File: src/rtl/mul_ctrl_pkg.sv
// mul_ctrl_pkg: shared definitions for the multiply sequencing controller.
//   MUL_OP_W       width of the one-hot multiply op field
//   MUL_OP_*       bit positions inside the op field
//   mulc_state_t   controller states (IDLE, CALC, DONE)
package mul_ctrl_pkg;

   localparam int unsigned MUL_OP_W      = 3;
   localparam int unsigned MUL_OP_MULW   = 2;  // mul.w   : low word, signed
   localparam int unsigned MUL_OP_MULHW  = 1;  // mulh.w  : high word, signed
   localparam int unsigned MUL_OP_MULHWU = 0;  // mulh.wu : high word, unsigned

   typedef enum logic [1:0] {
      MULC_IDLE = 2'd0,
      MULC_CALC = 2'd1,
      MULC_DONE = 2'd2
   } mulc_state_t;

endpackage

File: src/rtl/mul_ctrl_if.sv
// mul_ctrl_if: request / response handshake bundle of the multiply controller.
//   req_valid/req_ready          request handshake
//   req_src1/req_src2            32-bit operands
//   req_op                       one-hot op (see mul_ctrl_pkg)
//   req_tag                      opaque tag, echoed on the response
//   resp_valid/resp_ready        response handshake
//   resp_result/resp_tag         selected product word and its tag
// master: the issuing pipeline stage; slave: mul_ctrl.
interface mul_ctrl_if
   import mul_ctrl_pkg::*;
#(
   parameter int unsigned TAG_W = 5
);

   logic                req_valid;
   logic                req_ready;
   logic [31:0]         req_src1;
   logic [31:0]         req_src2;
   logic [MUL_OP_W-1:0] req_op;
   logic [TAG_W-1:0]    req_tag;
   logic                resp_valid;
   logic                resp_ready;
   logic [31:0]         resp_result;
   logic [TAG_W-1:0]    resp_tag;

   modport master (
      output req_valid, req_src1, req_src2, req_op, req_tag, resp_ready,
      input  req_ready, resp_valid, resp_result, resp_tag
   );

   modport slave (
      input  req_valid, req_src1, req_src2, req_op, req_tag, resp_ready,
      output req_ready, resp_valid, resp_result, resp_tag
   );

endinterface

File: src/rtl/mul_ctrl_mul.sv
// mul_ctrl_mul: combinational 32x32 multiplier of the EXE stage.
//   src1, src2  operands
//   op          one-hot op; priority mul.w > mulh.w > unsigned high word
//   result      selected 32-bit product word
module mul_ctrl_mul
   import mul_ctrl_pkg::*;
(
   input  logic [31:0]         src1,
   input  logic [31:0]         src2,
   input  logic [MUL_OP_W-1:0] op,
   output logic [31:0]         result
);

   logic               signed_mode;
   logic               sel_hi;
   logic signed [32:0] a_ext;
   logic signed [32:0] b_ext;
   logic signed [63:0] prod;

   // Priority decode over the whole op field: any op without bit2/bit1 set
   // (including 000 and bit0-only) falls back to the unsigned high word.
   always_comb begin
      signed_mode = 1'b0;
      sel_hi      = 1'b1;
      casez (op)
         3'b1??: begin
            signed_mode = 1'b1;
            sel_hi      = 1'b0;
         end
         3'b01?: signed_mode = 1'b1;
         default: ;
      endcase
   end

   // One 33x33 signed multiplier covers both signednesses: the extra bit is
   // a sign extension in signed mode and zero otherwise.
   assign a_ext  = {signed_mode & src1[31], src1};
   assign b_ext  = {signed_mode & src2[31], src2};
   assign prod   = 64'(a_ext * b_ext);
   assign result = sel_hi ? prod[63:32] : prod[31:0];

endmodule

File: src/rtl/mul_ctrl.sv
// mul_ctrl: multi-cycle sequencing controller for the EXE-stage multiplier.
// Accepts one request, holds the operands in registers for LATENCY cycles so
// the multiplier can be timed as a multicycle path, then captures the result
// and presents it until the consumer takes it.
//   clk     rising-edge clock
//   resetn  synchronous, active-low reset
//   flush   cancels any in-flight operation; blocks acceptance this cycle
//   busy    high whenever the controller is not idle (EXE stall source)
//   bus     request/response handshake bundle (slave side)
// Parameters: LATENCY (1..8) CALC cycles before capture; TAG_W tag width.
module mul_ctrl
   import mul_ctrl_pkg::*;
#(
   parameter int unsigned LATENCY = 2,
   parameter int unsigned TAG_W   = 5
)
(
   input  logic         clk,
   input  logic         resetn,
   input  logic         flush,
   output logic         busy,
   mul_ctrl_if.slave    bus
);

   localparam logic [2:0] CNT_INIT = 3'(LATENCY - 1);

   mulc_state_t         state;
   logic [2:0]          cnt;
   logic [31:0]         src1_q;
   logic [31:0]         src2_q;
   logic [MUL_OP_W-1:0] op_q;
   logic [TAG_W-1:0]    tag_q;
   logic                resp_valid_q;
   logic [31:0]         resp_result_q;
   logic [TAG_W-1:0]    resp_tag_q;
   logic                busy_q;
   logic                req_ready;
   logic                accept;
   logic [31:0]         mul_result;

   // Operands come only from the latched registers, never from req_*, so
   // there is no combinational path from the request to the response.
   mul_ctrl_mul u_mul (
      .src1   (src1_q),
      .src2   (src2_q),
      .op     (op_q),
      .result (mul_result)
   );

   // DONE with resp_ready frees the slot this cycle: back-to-back issue.
   assign req_ready = !flush &&
                      ((state == MULC_IDLE) ||
                       ((state == MULC_DONE) && bus.resp_ready));
   assign accept    = bus.req_valid && req_ready;

   always_ff @(posedge clk) begin
      if (!resetn) begin
         state         <= MULC_IDLE;
         cnt           <= '0;
         src1_q        <= '0;
         src2_q        <= '0;
         op_q          <= '0;
         tag_q         <= '0;
         resp_valid_q  <= 1'b0;
         resp_result_q <= '0;
         resp_tag_q    <= '0;
         busy_q        <= 1'b0;
      end else if (flush) begin
         // A DONE handshake coinciding with flush still completes: the
         // consumer has the data and the state lands in IDLE either way.
         state        <= MULC_IDLE;
         resp_valid_q <= 1'b0;
         busy_q       <= 1'b0;
      end else begin
         case (state)
            MULC_IDLE: begin
               if (accept) begin
                  src1_q <= bus.req_src1;
                  src2_q <= bus.req_src2;
                  op_q   <= bus.req_op;
                  tag_q  <= bus.req_tag;
                  cnt    <= CNT_INIT;
                  state  <= MULC_CALC;
                  busy_q <= 1'b1;
               end
            end
            MULC_CALC: begin
               if (cnt == 3'd0) begin
                  resp_result_q <= mul_result;
                  resp_tag_q    <= tag_q;
                  resp_valid_q  <= 1'b1;
                  state         <= MULC_DONE;
               end else begin
                  cnt <= cnt - 3'd1;
               end
            end
            MULC_DONE: begin
               if (bus.resp_ready) begin
                  resp_valid_q <= 1'b0;
                  if (accept) begin
                     src1_q <= bus.req_src1;
                     src2_q <= bus.req_src2;
                     op_q   <= bus.req_op;
                     tag_q  <= bus.req_tag;
                     cnt    <= CNT_INIT;
                     state  <= MULC_CALC;
                  end else begin
                     state  <= MULC_IDLE;
                     busy_q <= 1'b0;
                  end
               end
            end
            default: begin
               state        <= MULC_IDLE;
               resp_valid_q <= 1'b0;
               busy_q       <= 1'b0;
            end
         endcase
      end
   end

   assign bus.req_ready   = req_ready;
   assign bus.resp_valid  = resp_valid_q;
   assign bus.resp_result = resp_result_q;
   assign bus.resp_tag    = resp_tag_q;
   assign busy            = busy_q;

endmodule
File: src/flat_wrapper.sv
// flat-port wrapper written by rule: the top's interface ports become plain ports
module mul_ctrl_flat import mul_ctrl_pkg::*;
#(
   parameter int unsigned LATENCY = 2,
   parameter int unsigned TAG_W   = 5
)
  (clk, resetn, flush, busy, bus_req_valid, bus_req_src1, bus_req_src2, bus_req_op, bus_req_tag, bus_resp_ready, bus_req_ready, bus_resp_valid, bus_resp_result, bus_resp_tag);
  mul_ctrl_if #(.TAG_W(TAG_W)) bus_i ();
  input  logic clk;
  input  logic resetn;
  input  logic flush;
  output logic busy;
  input wire logic [$bits(bus_i.req_valid)-1:0] bus_req_valid;
  input wire logic [$bits(bus_i.req_src1)-1:0] bus_req_src1;
  input wire logic [$bits(bus_i.req_src2)-1:0] bus_req_src2;
  input wire logic [$bits(bus_i.req_op)-1:0] bus_req_op;
  input wire logic [$bits(bus_i.req_tag)-1:0] bus_req_tag;
  input wire logic [$bits(bus_i.resp_ready)-1:0] bus_resp_ready;
  output wire logic [$bits(bus_i.req_ready)-1:0] bus_req_ready;
  output wire logic [$bits(bus_i.resp_valid)-1:0] bus_resp_valid;
  output wire logic [$bits(bus_i.resp_result)-1:0] bus_resp_result;
  output wire logic [$bits(bus_i.resp_tag)-1:0] bus_resp_tag;
  assign bus_i.req_valid = bus_req_valid;
  assign bus_i.req_src1 = bus_req_src1;
  assign bus_i.req_src2 = bus_req_src2;
  assign bus_i.req_op = bus_req_op;
  assign bus_i.req_tag = bus_req_tag;
  assign bus_i.resp_ready = bus_resp_ready;
  assign bus_req_ready = bus_i.req_ready;
  assign bus_resp_valid = bus_i.resp_valid;
  assign bus_resp_result = bus_i.resp_result;
  assign bus_resp_tag = bus_i.resp_tag;
  mul_ctrl #(.LATENCY(LATENCY), .TAG_W(TAG_W)) u_core (.clk(clk), .resetn(resetn), .flush(flush), .busy(busy), .bus(bus_i));
endmodule
File: config.mk
export PLATFORM = sky130hd
export DESIGN_NAME = mul_ctrl_flat
export DESIGN_NICKNAME = d
export VERILOG_FILES = /design/src/rtl/mul_ctrl_pkg.sv /design/src/rtl/mul_ctrl_if.sv /design/src/rtl/mul_ctrl_mul.sv /design/src/rtl/mul_ctrl.sv /design/src/flat_wrapper.sv
export SDC_FILE = /design/constraint.sdc
export NUM_CORES = 2
export LEC_CHECK = 0
export CAP_MARGIN = 25
export CORE_MARGIN = 2
export CORE_UTILIZATION = 29
export CTS_CLUSTER_SIZE = 24
export DETAILED_ROUTE_END_ITERATION = 10
export GPL_ROUTABILITY_DRIVEN = 0
export REMOVE_ABC_BUFFERS = 1
export SYNTH_ARGS = -nofsm -noshare
export SYNTH_HDL_FRONTEND = slang
export SYNTH_SLANG_ARGS = --single-unit
File: constraint.sdc
create_clock -name clk -period 10.5 [get_ports clk]
set_input_delay 2.1 -clock clk [delete_from_list [all_inputs] [get_ports clk]]
set_output_delay 2.1 -clock clk [all_outputs]
set_load 0.005 [all_outputs]
==> results_dict.tcl <==
set metrics [dict create \
    status "complete, no violations" \
    ys.flop_type "dfxtp_1" \
    power_switching_uw 883 \
    grt_setup_unrepaired "no" \
    dp.final_hpwl_mm 102 \
    cp.required_ps 10890 \
    finalMaxSlewViolations 0 \
    h-tree-depth 4 \
    antenna_found_initial 5 \
    r2r_end "u_core.bus.resp_result[27]" \
    synth_xor_area_share_pct 1.42 \
    finalHoldViolations 0 \
    post_cts_buffers 0 \
    relSlewSlack_pct 24.3 \
    dieArea_sq_um 150000 \
    yosys_warnings 0 \
    firstDrtPassIters 7 \
    cp-end-kind "flip-flop" \
    synthMuxAreaShare_pct 0.147 \
    worstSetupPathType "reg2reg" \
    fp.dieH_um 387 \
    wl_mm 121 \
    syn_to_final_growth_pct 9.70 \
    clockBufferDepth 2 \
    cts_buffers 17 \
    synth.distinct_cells 73 \
    postCtsHoldBufs 0 \
    finalClockSkew_ps 15.0 \
    synth-seq-area-share_pct 5.41 \
    syn_area_sq_um 42600 \
    grt_pass1_vias 34800 \
    cts-root-buf "clkbuf_16" \
    worst_slew_pin_slew_ps 1130 \
    path_clk_slew_ps 70 \
    coreArea_sq_um 146000 \
    fin_crit_sh_pct 89.0 \
    syn_area_per_cell_sq_um 8.75 \
    pwr-share-seq_pct 25.6 \
    final.setup.tns_ps 0 \
    row_count 140 \
    power.clock.fraction_pct 31.0 \
    r2r_start "u_core.op_q[1]" \
    p_leak_nw 21.5 \
    ioPinCount 117 \
    start_kind "flip-flop" \
    grtUsageTotal_pct 16.9 \
    routed-via-count 31600 \
    synth.ff_latch_count 115 \
    cts_sinks 115 \
    max_freq_ghz 0.107 \
    drv_cap 0 \
    p_comb_share_pct 43.4 \
    swShare_pct 44.6 \
    holdPathEnd "u_core.bus.resp_tag[4]" \
    p_int_mw 1.10 \
    p_per_area_nw_per_um2 42.4 \
    netlist_instances 4867 \
    ff2ff_setup_slack_ps 1160 \
    antenna_left 0 \
    pre_cts_ws_ps 1300 \
    grt_max_degree 77 \
    wire_per_inst_um 18.0 \
    synthAdderAreaFrac_pct 59.2 \
    worstPathArrival_ps 9730 \
    worst_slack_ps 1160 \
    viasPerCell 4.69 \
    r2r_cells 27 \
    synth_top_family_by_area "adder cells" \
    synthArstFlopShare_pct 0 \
    drc 0 \
    grt_pass1_wl_mm 198 \
    setup_violations 0 \
    cts_tree "yes" \
    overflow 0 \
    final_layout_size_suffix_gt1_share_pct 3.98 \
    holdPathStages 2 \
    path_max_fanout 10 \
    synth_edf_count 0 \
    num-nets-final 6230 \
    fp.dieW_um 387 \
    cts-resized-gates 0 \
    synth_compound_area_share_pct 5.35 \
    hold_class "reg2reg" \
    initial_core_util_pct 29.2 \
    vdd_drop_max_v 0.0000833 \
    finalCriticalPeriod_ps 9340 \
    min_from "u_core.tag_q[4]" \
    clk_latency_ps 460 \
    synthSimpleGateAreaFrac_pct 15.2 \
    io_buffers 115 \
    drt_iter0_drc 2065 \
]
[per-stage QoR]
stage | cell area [sq um] | hold slack, ps | std cells | power, mW | utilization [%]
2_1_floorplan | 41400 | 432 | 4560 | 0.989 | -
3_3_place_gp | 45800 | 436 | 6701 | 1.35 | 31.4
3_5_place_dp | 46100 | 450 | 6710 | 1.36 | 31.6
4_1_cts | 46600 | 459 | 6742 | 1.98 | 32.0
5_1_grt | 46700 | 485 | 6744 | 2.11 | 32.0
6_report | 46700 | 459 | 6745 | 1.98 | 32.0
[cell type report]
class | count | area [sq um]
well taps | 1917 | 2400
flip-flops and latches | 115 | 2310
diodes | 1 | 2.50
clock inverters | 15 | 160
inverters | 1201 | 4510
fillers | 15200 | 99000
multi-input cells | 3244 | 34600
clock buffers | 17 | 425
repair buffers | 235 | 2300
[placed cells by master (no fill, tap or decap), types with 13 or more instances in the layout]
cell and instances:
nor2_1 79, o21ai_0 62, clkbuf_16 17, fa_1 1125, buf_4 106, nand4_1 21, a211oi_1 17, nand2_1 997
dfxtp_1 112, nand3_1 16, a21oi_1 171, inv_1 1200, a21o_1 31, xnor2_1 43, ha_1 214, clkdlybuf4s50_1 115
a31oi_1 13, and2_1 270, xor2_1 26
[power by group through the flow]
| stage | Combinational (mW) | Clock (mW) | Sequential (mW) |
|---|---|---|---|
| after detailed placement | 0.843 | 0 | 0.518 |
| final | 0.858 | 0.613 | 0.507 |
| after global routing | 0.958 | 0.642 | 0.509 |
| after floorplan | 0.458 | 0 | 0.531 |
| after CTS | 0.852 | 0.625 | 0.508 |
| after global placement | 0.821 | 0 | 0.527 |
[how the worst max path moves through the flow]
stage | start | end | slack, ps | cells after the start
final | u_core.op_q[1] | u_core.bus.resp_result[27] | 1160 | 27
after global placement | u_core.op_q[1] | u_core.bus.resp_result[27] | 1400 | 27
after floorplan | u_core.op_q[2] | u_core.bus.resp_result[26] | 1090 | 27
after CTS | u_core.op_q[1] | u_core.bus.resp_result[27] | 1280 | 27
after global routing | u_core.op_q[1] | u_core.bus.resp_result[27] | 670 | 27
after detailed placement | u_core.op_q[1] | u_core.bus.resp_result[27] | 1300 | 27
[logic make-up after synthesis]
family	after synthesis
adder cells (fa/ha/maj)	1339
XOR/XNOR	69
AO/OA/AOI/OAI	370
AND/OR/NAND/NOR	1460
buffers and inverters	1508
flip-flops	115
multiplexers	6
[sequential cells by signal, summed over array words and instances, names as in the netlist]
register	flops
u_core.bus.resp_result	32
u_core.bus.resp_tag	5
u_core.bus.resp_valid	1
u_core.busy	1
u_core.cnt	3
u_core.op_q	2
u_core.src1_q	32
u_core.src2_q	32
u_core.state	2
u_core.tag_q	5
[Yosys cell counts (13+ instances only)]
cell type,number,area [sq um]
inv_1,1200,4500
fa_1,1125,22500
nand2_1,998,3750
clkbuf_1,294,1100
and2_1,271,1700
ha_1,214,2680
a21oi_1,171,856
dfxtp_1,115,2300
nor2_1,79,297
o21ai_0,63,315
xnor2_1,43,377
a21o_1,31,233
xor2_1,26,228
nand4_1,21,131
a211oi_1,17,128
nand3_1,16,80.1
a31oi_1,13,81.3
[critical path, cell delays in order (launching register included)]
cell and delay [ps]:
dfxtp_1 370, nor2_1 130, nor2b_2 570, nand2_1 270, inv_1 140, fa_1 400, inv_1 240, fa_1 510
inv_1 200, fa_1 490, fa_1 870, inv_1 400, fa_1 580, inv_1 50, fa_1 520, inv_1 50
fa_1 450, fa_1 490, inv_1 40, ha_1 430, nand2_1 160, nor3_1 540, o2111ai_2 330, a21oi_2 350
a221o_1 280, xor2_1 180, o21ai_1 80, a21oi_1 160
[routing by layer]
metal | GRT usage (%) | part of all wire [%]
met5 | 0 | 0.018
met3 | 2.77 | 6.7
met1 | 23.0 | 44
met2 | 27.3 | 46
met4 | 5.65 | 3.6
Note: power is estimated with default switching activity, not from simulation.
